[config.mk]
export PLATFORM = sky130hd
export DESIGN_NAME = ram_bus_arbiter
export DESIGN_NICKNAME = d
export VERILOG_FILES = /design/src/rtl/ram_bus_arbiter_pkg.sv /design/src/rtl/rr_arb2.sv /design/src/rtl/ram_bus_arbiter.sv
export SDC_FILE = /design/constraint.sdc
export NUM_CORES = 1
export LEC_CHECK = 0
export ABC_AREA = 1
export CORE_AREA = 2 2 105 107
export CTS_CLUSTER_DIAMETER = 200
export DETAILED_ROUTE_END_ITERATION = 8
export DIE_AREA = 0 0 107 109
export PLACE_DENSITY = 0.78
export SLEW_MARGIN = 20
export SYNTH_ARGS = -nofsm -noshare
export SYNTH_HDL_FRONTEND = slang
export SYNTH_SLANG_ARGS = --single-unit
export TNS_END_PERCENT = 5
[constraint.sdc]
create_clock -name clk -period 3.9 [get_ports clk]
set_clock_uncertainty 0.1 [all_clocks]
set_input_delay 0.585 -clock clk [delete_from_list [all_inputs] [get_ports clk]]
set_output_delay 0.585 -clock clk [all_outputs]
set_load 0.1 [all_outputs]
[src/rtl/ram_bus_arbiter_pkg.sv]
// Shared types for the RAM bus arbiter: FSM states, request sources and lane helpers.
package ram_bus_arbiter_pkg;

    typedef enum logic {
        StIdle,
        StResp
    } state_e;

    typedef enum logic [1:0] {
        SrcHost,
        SrcIbus,
        SrcDbus
    } src_e;

    function automatic int unsigned lane_count(int unsigned dw);
        return dw / 8;
    endfunction

endpackage

[src/rtl/rr_arb2.sv]
// Two-way round-robin arbiter; req/gnt bit 0 is ibus, bit 1 is dbus.
module rr_arb2 (
    input  logic       clk,
    input  logic       rst,
    input  logic       en,
    input  logic [1:0] req,
    output logic [1:0] gnt
);

    // 0: ibus was granted last, 1: dbus was granted last
    logic last_q;

    always_comb begin
        gnt = 2'b00;
        if (en) begin
            if (req == 2'b11) begin
                gnt = last_q ? 2'b01 : 2'b10;
            end else begin
                gnt = req;
            end
        end
    end

    always_ff @(posedge clk or posedge rst) begin
        if (rst) begin
            last_q <= 1'b0;
        end else if (gnt[1]) begin
            last_q <= 1'b1;
        end else if (gnt[0]) begin
            last_q <= 1'b0;
        end
    end

endmodule

[src/rtl/ram_bus_arbiter.sv]
// Single-port RAM arbiter between a byte-serial host port and the SERV ibus/dbus.
// Each access is granted in IDLE and acknowledged one cycle later in RESP.
module ram_bus_arbiter
    import ram_bus_arbiter_pkg::*;
#(
    parameter int unsigned DW    = 32,
    parameter int unsigned AW    = 5,
    parameter int unsigned DEPTH = 32
) (
    input  logic                       clk,
    input  logic                       rst,
    input  logic                       host_valid,
    input  logic                       host_we,
    input  logic [AW+$clog2(DW/8)-1:0] host_addr,
    input  logic [7:0]                 host_wdata,
    output logic [7:0]                 host_rdata,
    output logic                       host_done,
    output logic                       host_busy,
    input  logic                       ibus_cyc,
    input  logic [31:0]                ibus_adr,
    output logic [DW-1:0]              ibus_rdt,
    output logic                       ibus_ack,
    input  logic                       dbus_cyc,
    input  logic                       dbus_we,
    input  logic [31:0]                dbus_adr,
    input  logic [DW-1:0]              dbus_dat,
    input  logic [DW/8-1:0]            dbus_sel,
    output logic [DW-1:0]              dbus_rdt,
    output logic                       dbus_ack,
    output logic                       ram_en,
    output logic [AW-1:0]              ram_addr,
    output logic [DW/8-1:0]            ram_we,
    output logic [DW-1:0]              ram_din,
    input  logic [DW-1:0]              ram_dout,
    output logic                       err_unmapped
);

    localparam int unsigned NB  = lane_count(DW);
    localparam int unsigned LB  = $clog2(NB);
    localparam int unsigned LW  = (LB > 0) ? LB : 1;
    localparam int unsigned HAW = AW + LB;

    state_e         state_q;
    src_e           src_q;
    logic           mapped_q;
    logic           host_pend_q;
    logic           host_we_q;
    logic [HAW-1:0] host_addr_q;
    logic [7:0]     host_wdata_q;
    logic [7:0]     host_rdata_q;

    logic [LW-1:0]  host_lane;
    logic [AW-1:0]  host_waddr;
    logic [AW-1:0]  ibus_waddr;
    logic [AW-1:0]  dbus_waddr;
    logic [NB-1:0]  host_mask;
    logic [7:0]     rd_byte;
    logic [DW-1:0]  resp_data;

    logic           idle;
    logic           gnt_host;
    logic           gnt_ibus;
    logic           gnt_dbus;
    logic           gnt_any;
    logic           gnt_mapped;
    src_e           gnt_src;
    logic [AW-1:0]  gnt_addr;
    logic [NB-1:0]  gnt_we;
    logic [DW-1:0]  gnt_din;
    logic [1:0]     rr_gnt;
    logic           unused_adr;

    function automatic logic is_mapped(logic [AW-1:0] a);
        return 32'(a) < DEPTH;
    endfunction

    assign host_lane  = (LB > 0) ? host_addr_q[LW-1:0] : '0;
    assign host_waddr = host_addr_q[HAW-1:LB];
    assign ibus_waddr = ibus_adr[AW+1:2];
    assign dbus_waddr = dbus_adr[AW+1:2];
    assign unused_adr = ^{ibus_adr[31:AW+2], ibus_adr[1:0], dbus_adr[31:AW+2], dbus_adr[1:0]};

    // Grants only happen in IDLE; a pending host request blocks the bus arbiter.
    assign idle     = (state_q == StIdle) && !rst;
    assign gnt_host = idle && host_pend_q;

    rr_arb2 u_rr_arb2 (
        .clk (clk),
        .rst (rst),
        .en  (idle && !host_pend_q),
        .req ({dbus_cyc, ibus_cyc}),
        .gnt (rr_gnt)
    );

    assign gnt_ibus = rr_gnt[0];
    assign gnt_dbus = rr_gnt[1];
    assign gnt_any  = gnt_host || gnt_ibus || gnt_dbus;

    always_comb begin
        for (int b = 0; b < NB; b++) begin
            host_mask[b] = (host_lane == LW'(b));
        end
    end

    always_comb begin
        gnt_src  = SrcIbus;
        gnt_addr = '0;
        gnt_we   = '0;
        gnt_din  = '0;
        if (gnt_host) begin
            gnt_src  = SrcHost;
            gnt_addr = host_waddr;
            gnt_we   = host_we_q ? host_mask : '0;
            gnt_din  = {NB{host_wdata_q}};
        end else if (gnt_dbus) begin
            gnt_src  = SrcDbus;
            gnt_addr = dbus_waddr;
            gnt_we   = dbus_we ? dbus_sel : '0;
            gnt_din  = dbus_dat;
        end else if (gnt_ibus) begin
            gnt_src  = SrcIbus;
            gnt_addr = ibus_waddr;
        end
    end

    assign gnt_mapped = is_mapped(gnt_addr);
    assign ram_en     = gnt_any && gnt_mapped;
    assign ram_addr   = ram_en ? gnt_addr : '0;
    assign ram_we     = ram_en ? gnt_we : '0;
    assign ram_din    = ram_en ? gnt_din : '0;

    // Unmapped accesses never enabled the RAM, so their read data is forced to zero.
    assign resp_data = mapped_q ? ram_dout : '0;
    assign ibus_rdt  = ibus_ack ? resp_data : '0;
    assign dbus_rdt  = dbus_ack ? resp_data : '0;

    always_comb begin
        rd_byte = '0;
        for (int b = 0; b < NB; b++) begin
            if (host_lane == LW'(b)) begin
                rd_byte = resp_data[8*b +: 8];
            end
        end
    end

    assign host_rdata = (host_done && !host_we_q) ? rd_byte : host_rdata_q;
    assign host_busy  = host_pend_q;

    always_ff @(posedge clk or posedge rst) begin
        if (rst) begin
            state_q      <= StIdle;
            src_q        <= SrcIbus;
            mapped_q     <= 1'b0;
            host_pend_q  <= 1'b0;
            host_we_q    <= 1'b0;
            host_addr_q  <= '0;
            host_wdata_q <= '0;
            host_rdata_q <= '0;
            ibus_ack     <= 1'b0;
            dbus_ack     <= 1'b0;
            host_done    <= 1'b0;
            err_unmapped <= 1'b0;
        end else begin
            if (host_valid && !host_pend_q) begin
                host_pend_q  <= 1'b1;
                host_we_q    <= host_we;
                host_addr_q  <= host_addr;
                host_wdata_q <= host_wdata;
            end
            ibus_ack  <= 1'b0;
            dbus_ack  <= 1'b0;
            host_done <= 1'b0;
            unique case (state_q)
                StIdle: begin
                    if (gnt_any) begin
                        state_q   <= StResp;
                        src_q     <= gnt_src;
                        mapped_q  <= gnt_mapped;
                        ibus_ack  <= gnt_ibus;
                        dbus_ack  <= gnt_dbus;
                        host_done <= gnt_host;
                        if (!gnt_mapped) begin
                            err_unmapped <= 1'b1;
                        end
                    end
                end
                StResp: begin
                    state_q <= StIdle;
                    if (src_q == SrcHost) begin
                        host_pend_q <= 1'b0;
                        if (!host_we_q) begin
                            host_rdata_q <= rd_byte;
                        end
                    end
                end
            endcase
        end
    end

endmodule

==> results of run 1 <==
worst max-delay path, stage by stage:
cell and delay [ns]:
clkdlybuf4s50_1 0.46, nor2_4 0.14, nand2_2 0.19, inv_2 0.59, o21ai_1 0.17, nor2_1 0.21, buf_12 0.20
registers in the layout, summed over array words and instances, names as in the netlist, 2 cells and up:
name	count
src_q	2
host_rdata_q	8
host_wdata_q	8
host_addr_q	7
placed cells by master (no fill, tap or decap), types with 2 or more instances in the layout:
| cell | Yosys | routed |
|---|---|---|
| mux2_2 | 13 | 13 |
| nand2_2 | 3 | 3 |
| o21ai_0 | 2 | 2 |
| nor2_1 | 116 | 116 |
| nand2_1 | 130 | 130 |
| nand4_1 | 16 | 16 |
| buf_4 | 3 | 76 |
| nand3_1 | 13 | 13 |
| clkinv_2 | 0 | 2 |
| dfrtp_1 | 32 | 31 |
| clkbuf_8 | 0 | 5 |
| nor2_2 | 4 | 4 |
| o21ai_2 | 4 | 4 |
| buf_12 | 0 | 40 |
| inv_2 | 4 | 4 |
| o21ai_1 | 16 | 16 |
| a21oi_1 | 4 | 4 |
| clkdlybuf4s50_1 | 0 | 103 |
| inv_1 | 37 | 37 |
| or2_4 | 4 | 4 |
layout make-up:
class / count / area share
clock inverter: 2 / 0.00193
timing repair buffer: 219 / 0.464
clock buffer: 6 / 0.0140
tap: 140 / 0.0338
inverter: 41 / 0.0297
sequential: 33 / 0.160
multi-input combinational: 333 / 0.296
power by group:
group | switching, uW | leakage, uW | internal [uW] | total, uW
registers | 104 | 0.000393 | 500 | 604
clock network | 129 | 0.0000450 | 124 | 252
logic | 2580 | 0.00214 | 1020 | 3600
total | 2820 | 0.00258 | 1640 | 4460
per-layer routing:
metal | GRT usage | part of all wire
met5 | 0 | 0
met4 | 0.0436 | 0.014
met3 | 0.0652 | 0.11
met2 | 0.325 | 0.52
met1 | 0.198 | 0.36
how the worst max path moves through the flow:
stage | from | to | slack, ns | cells after the start
floorplan | host_busy | ram_din[0] | 0.43 | 5
global placement | rst | ram_din[0] | 0.63 | 7
detailed placement | rst | ram_din[0] | 0.60 | 7
CTS | rst | ram_din[0] | 0.59 | 7
global route | rst | ram_din[0] | 0.46 | 7
finish | rst | ram_din[0] | 0.64 | 7
stage by stage:
step	instance area (um2)	std cells	util	hold WS, ns	total power, uW
6_report	5170	774	0.488	0.386	4460
5_1_grt	5170	774	0.488	0.395	4660
4_1_cts	5170	774	0.488	0.389	4500
3_5_place_dp	5090	766	0.480	0.373	4230
3_3_place_gp	5090	766	0.480	0.362	4180
2_1_floorplan	2630	428	-	0.349	3130
kinds of logic after synthesis:
logic type / synth area share
AND/OR/NAND/NOR: 0.461
buffers and inverters: 0.103
flip-flops: 0.315
AO/OA/AOI/OAI: 0.0639
multiplexers: 0.0558
other: 0.00143
==> results.cfg, run 1 <==
[power]
vdd_drop_max_v = 0.000593
pwr_density_cell_nw_per_um2 = 861
leakage_uw = 0.00258

[clock_tree]
clk_pin_slew_ns = 0.07
numClockSinks = 33
htreeDepth = 2
clock_path_buffers = 2
post-cts-setup-buffers = 0
cts_inserted_buffers = 5
cts_tree = done
hold_buffers = 0
cts_resized = 0
clk_latency_ns = 0.29
cts_root_buf = clkbuf_8

[routing]
drc = 0
vias = 3568
viasPerCell = 4.61
antenna_left = 0
firstDrtPassIters = 5
drt-initial-drc-count = 130
routed_wirelength_mm = 10.8
routedWlPerCell_um = 13.9

[finish]
num-fill-cells = 1050
layout-drive-gt1-share = 0.254
multi_input_area_um2 = 1530
nNetsFinal = 787
area_growth_pct = 97.1
seqCellArea_um2 = 828
diodes = 0

[grt]
grt_pass1_wl_mm = 16.5
gr-usage-all-layers = 0.178
grt_overflow_total = 0
antenna_found_initial = 0
grt_pass1_vias = 3433
grt_max_degree = 42

[critical_path]
crit_required_ns = 3.21
timing.rr.end = host_rdata_q[7]
ff2ff_path_depth = 6
path_max_fanout = 41
cp-start-kind = input pin
cp-end-kind = primary output
rrSetupSlack_ns = 2.27
r2r_start = mapped_q
path_class = input pin to primary output
cp.arrival_ns = 2.58

[flow_run]
maxCapViolCount = 0

[timing]
fin_crit_sh = 0.837
fin_crit_ns = 3.26
fmax_mhz = 306
rsz0062_at_grt = no
final-hold-violation-count = 0
fin_tns_setup_ns = 0
slew_headroom = 0.318
worst_slew_pin_slew_ns = 1.02
drv_slew = 0
setup_slack_ns = 0.636
setup_violations = 0

[run_status]
status = completed

[floorplan]
row_count = 38
io_pins = 273
start_util = 0.248
dieArea_um2 = 11700
fp.dieW_um = 107
fp.coreArea_um2 = 10600
die_y_um = 109

[placed_design]
dp_hpwl_mm = 8.93
numPortBuffers = 217
pre_cts_slack_ns = 0.598
routabilityCongestion = 0.894

[logic_synthesis]
synth_area_um2 = 2630
synth_area_leaders = dfrtp_1 (31%), nand2_1 (19%), nor2_1 (17%)
synth_cell_types = 28
yosysWarnings = 0
synth_ff_type = dfrtp_1
synth_common_cells = nand2_1 (130), nor2_1 (116), inv_1 (37)
ys_seq_area_frac = 0.315
synthCells = 428
syn_nets = 582
synth_edf_count = 0
synth_seq_cells = 33
syn_avg_cell_area_um2 = 6.13
async_flop_share = 1.00
yosysMostFrequentCell = nand2_1
yosys.area.top_type_share = 0.305
yosys.area.top_type = dfrtp_1

[min_path]
hold-path-endpoint = src_q[0]
hold_class = flop to flop
hold_path_depth = 2
hp-start = src_q[0]
No activity file was read; power rests on OpenSTA's default activity.
==> run 2: changes to the inputs <==
Settings changed: CORE_AREA 2 2 105 107 to 2 2 104 106, DIE_AREA 0 0 107 109 to 0 0 106 108, PLACE_DENSITY 0.78 to 0.79.
Clock period 3.9 ns to 3.27 ns, I/O delays scaled along.
==> results.cfg, run 2 (same netlist as run 1, synthesis figures left out) <==
[run_status]
status = completed

[timing]
worst_slew_pin_slew_ns = 0.940
setup_violations = 0
rsz0062_at_grt = no
fin_crit_ns = 2.81
drv_slew = 0
final-hold-violation-count = 0
fin_crit_sh = 0.859
fmax_mhz = 356
slew_headroom = 0.372

[critical_path]
timing.rr.end = host_rdata_q[7]
path_class = input pin to primary output
crit_required_ns = 2.68
rrSetupSlack_ns = 1.73
cp-end-kind = primary output
path_max_fanout = 24
cp.arrival_ns = 2.22
cp-start-kind = input pin
r2r_start = mapped_q
ff2ff_path_depth = 7

[floorplan]
io_pins = 273
fp.coreArea_um2 = 10200
row_count = 37
dieArea_um2 = 11400
die_y_um = 108
start_util = 0.257
fp.dieW_um = 106

[clock_tree]
cts_inserted_buffers = 5
clock_path_buffers = 2
cts_root_buf = clkbuf_8
cts_resized = 0
numClockSinks = 33
clk_latency_ns = 0.28
clk_pin_slew_ns = 0.08
cts_tree = done
post-cts-setup-buffers = 0
hold_buffers = 0
htreeDepth = 2

[routing]
routedWlPerCell_um = 14.6
drc = 0
vias = 3565
viasPerCell = 4.62
routed_wirelength_mm = 11.3
antenna_left = 0
firstDrtPassIters = 4
drt-initial-drc-count = 243

[min_path]
hold-path-endpoint = host_rdata_q[2]
hold_path_depth = 2
hp-start = host_rdata_q[2]
hold_class = flop to flop

[placed_design]
dp_hpwl_mm = 9.35
place_area_um2 = 5500
numPortBuffers = 217
placedCellCount = 764
routabilityCongestion = 0.908

[finish]
diodes = 0
layout_common_cells = nand2_1 (130), nor2_1 (116), clkdlybuf4s50_1 (99)
reg_top3 = host_rdata_q x8, host_wdata_q x8, host_addr_q x7
layout.cells.most_common = nand2_1
final_area_um2 = 5620
area_growth_pct = 114
layout-drive-gt1-share = 0.261
final_cells = 772
nNetsFinal = 789

[power]
leakage_uw = 0.00272
pwr_density_cell_nw_per_um2 = 1020
vdd_drop_max_v = 0.000819

[grt]
antenna_found_initial = 0
grt_pass1_vias = 3491
grt_overflow_total = 0
grt_pass1_wl_mm = 17.1
gr-usage-all-layers = 0.189
grt_max_degree = 42

[flow_run]
maxCapViolCount = 0
[run 2: cell types whose count changed in the layout (fill, tap and decap cells not counted)]
cell and change:
buf_12 +33, buf_4 -27, clkdlybuf4s50_1 -4, clkinv_2 -2, bufinv_16 +1, clkbuf_8 +1, dfrtp_1 +1, dfrtp_2 -1
[run 2: worst max-delay path by stage]
stage | slack, ns | to | cells after the start | start
floorplan | -0.11 | ram_din[0] | 5 | host_busy
finish | 0.46 | ram_din[31] | 8 | rst
global placement | 0.50 | ram_din[31] | 8 | rst
CTS | 0.45 | ram_din[31] | 8 | rst
detailed placement | 0.46 | ram_din[31] | 8 | rst
global route | 0.35 | ram_din[31] | 8 | rst
[run 2: metal layers]
metal | vias up | track usage | routed length (um)
met5 | - | 0 | 0
li1 | 1737 | - | -
met2 | 188 | 0.359 | 5910
met1 | 1620 | 0.195 | 3940
met4 | 0 | 0.0564 | 234
met3 | 20 | 0.0675 | 1160
[run 2: stage by stage]
step / total power [uW] / hold WS (ns) / utilization / setup TNS [ns] / setup slack (ns)
2_1_floorplan: 3740 / 0.349 / - / -2.83 / -0.107
3_3_place_gp: 5270 / 0.364 / 0.538 / 0 / 0.495
3_5_place_dp: 5340 / 0.370 / 0.538 / 0 / 0.462
4_1_cts: 5760 / 0.386 / 0.549 / 0 / 0.453
5_1_grt: 5960 / 0.398 / 0.549 / 0 / 0.352
6_report: 5720 / 0.383 / 0.549 / 0 / 0.461
[run 2: power by group]
group	leakage [uW]	internal (uW)	switching (uW)
Sequential	0.000394	597	127
Clock	0.0000585	249	153
Combinational	0.00226	1440	3150
Total	0.00272	2290	3430
[run 2: critical path, cell delays in order]
cell and delay, ns:
clkdlybuf4s50_1 0.46, nor2_4 0.14, nand2_2 0.11, inv_2 0.27, buf_12 0.22, o21ai_2 0.06, nor2_1 0.23, buf_12 0.22
[run 2: area by class of cell]
cell class                 instances  area [um2]
clock buffer                       7        86.3
clock inverter                     1        30.0
fill                             920        4610
inverter                          41         154
multi-input combinational        333        1530
sequential                        33         827
tap                              136         170
timing repair buffer             221        2820
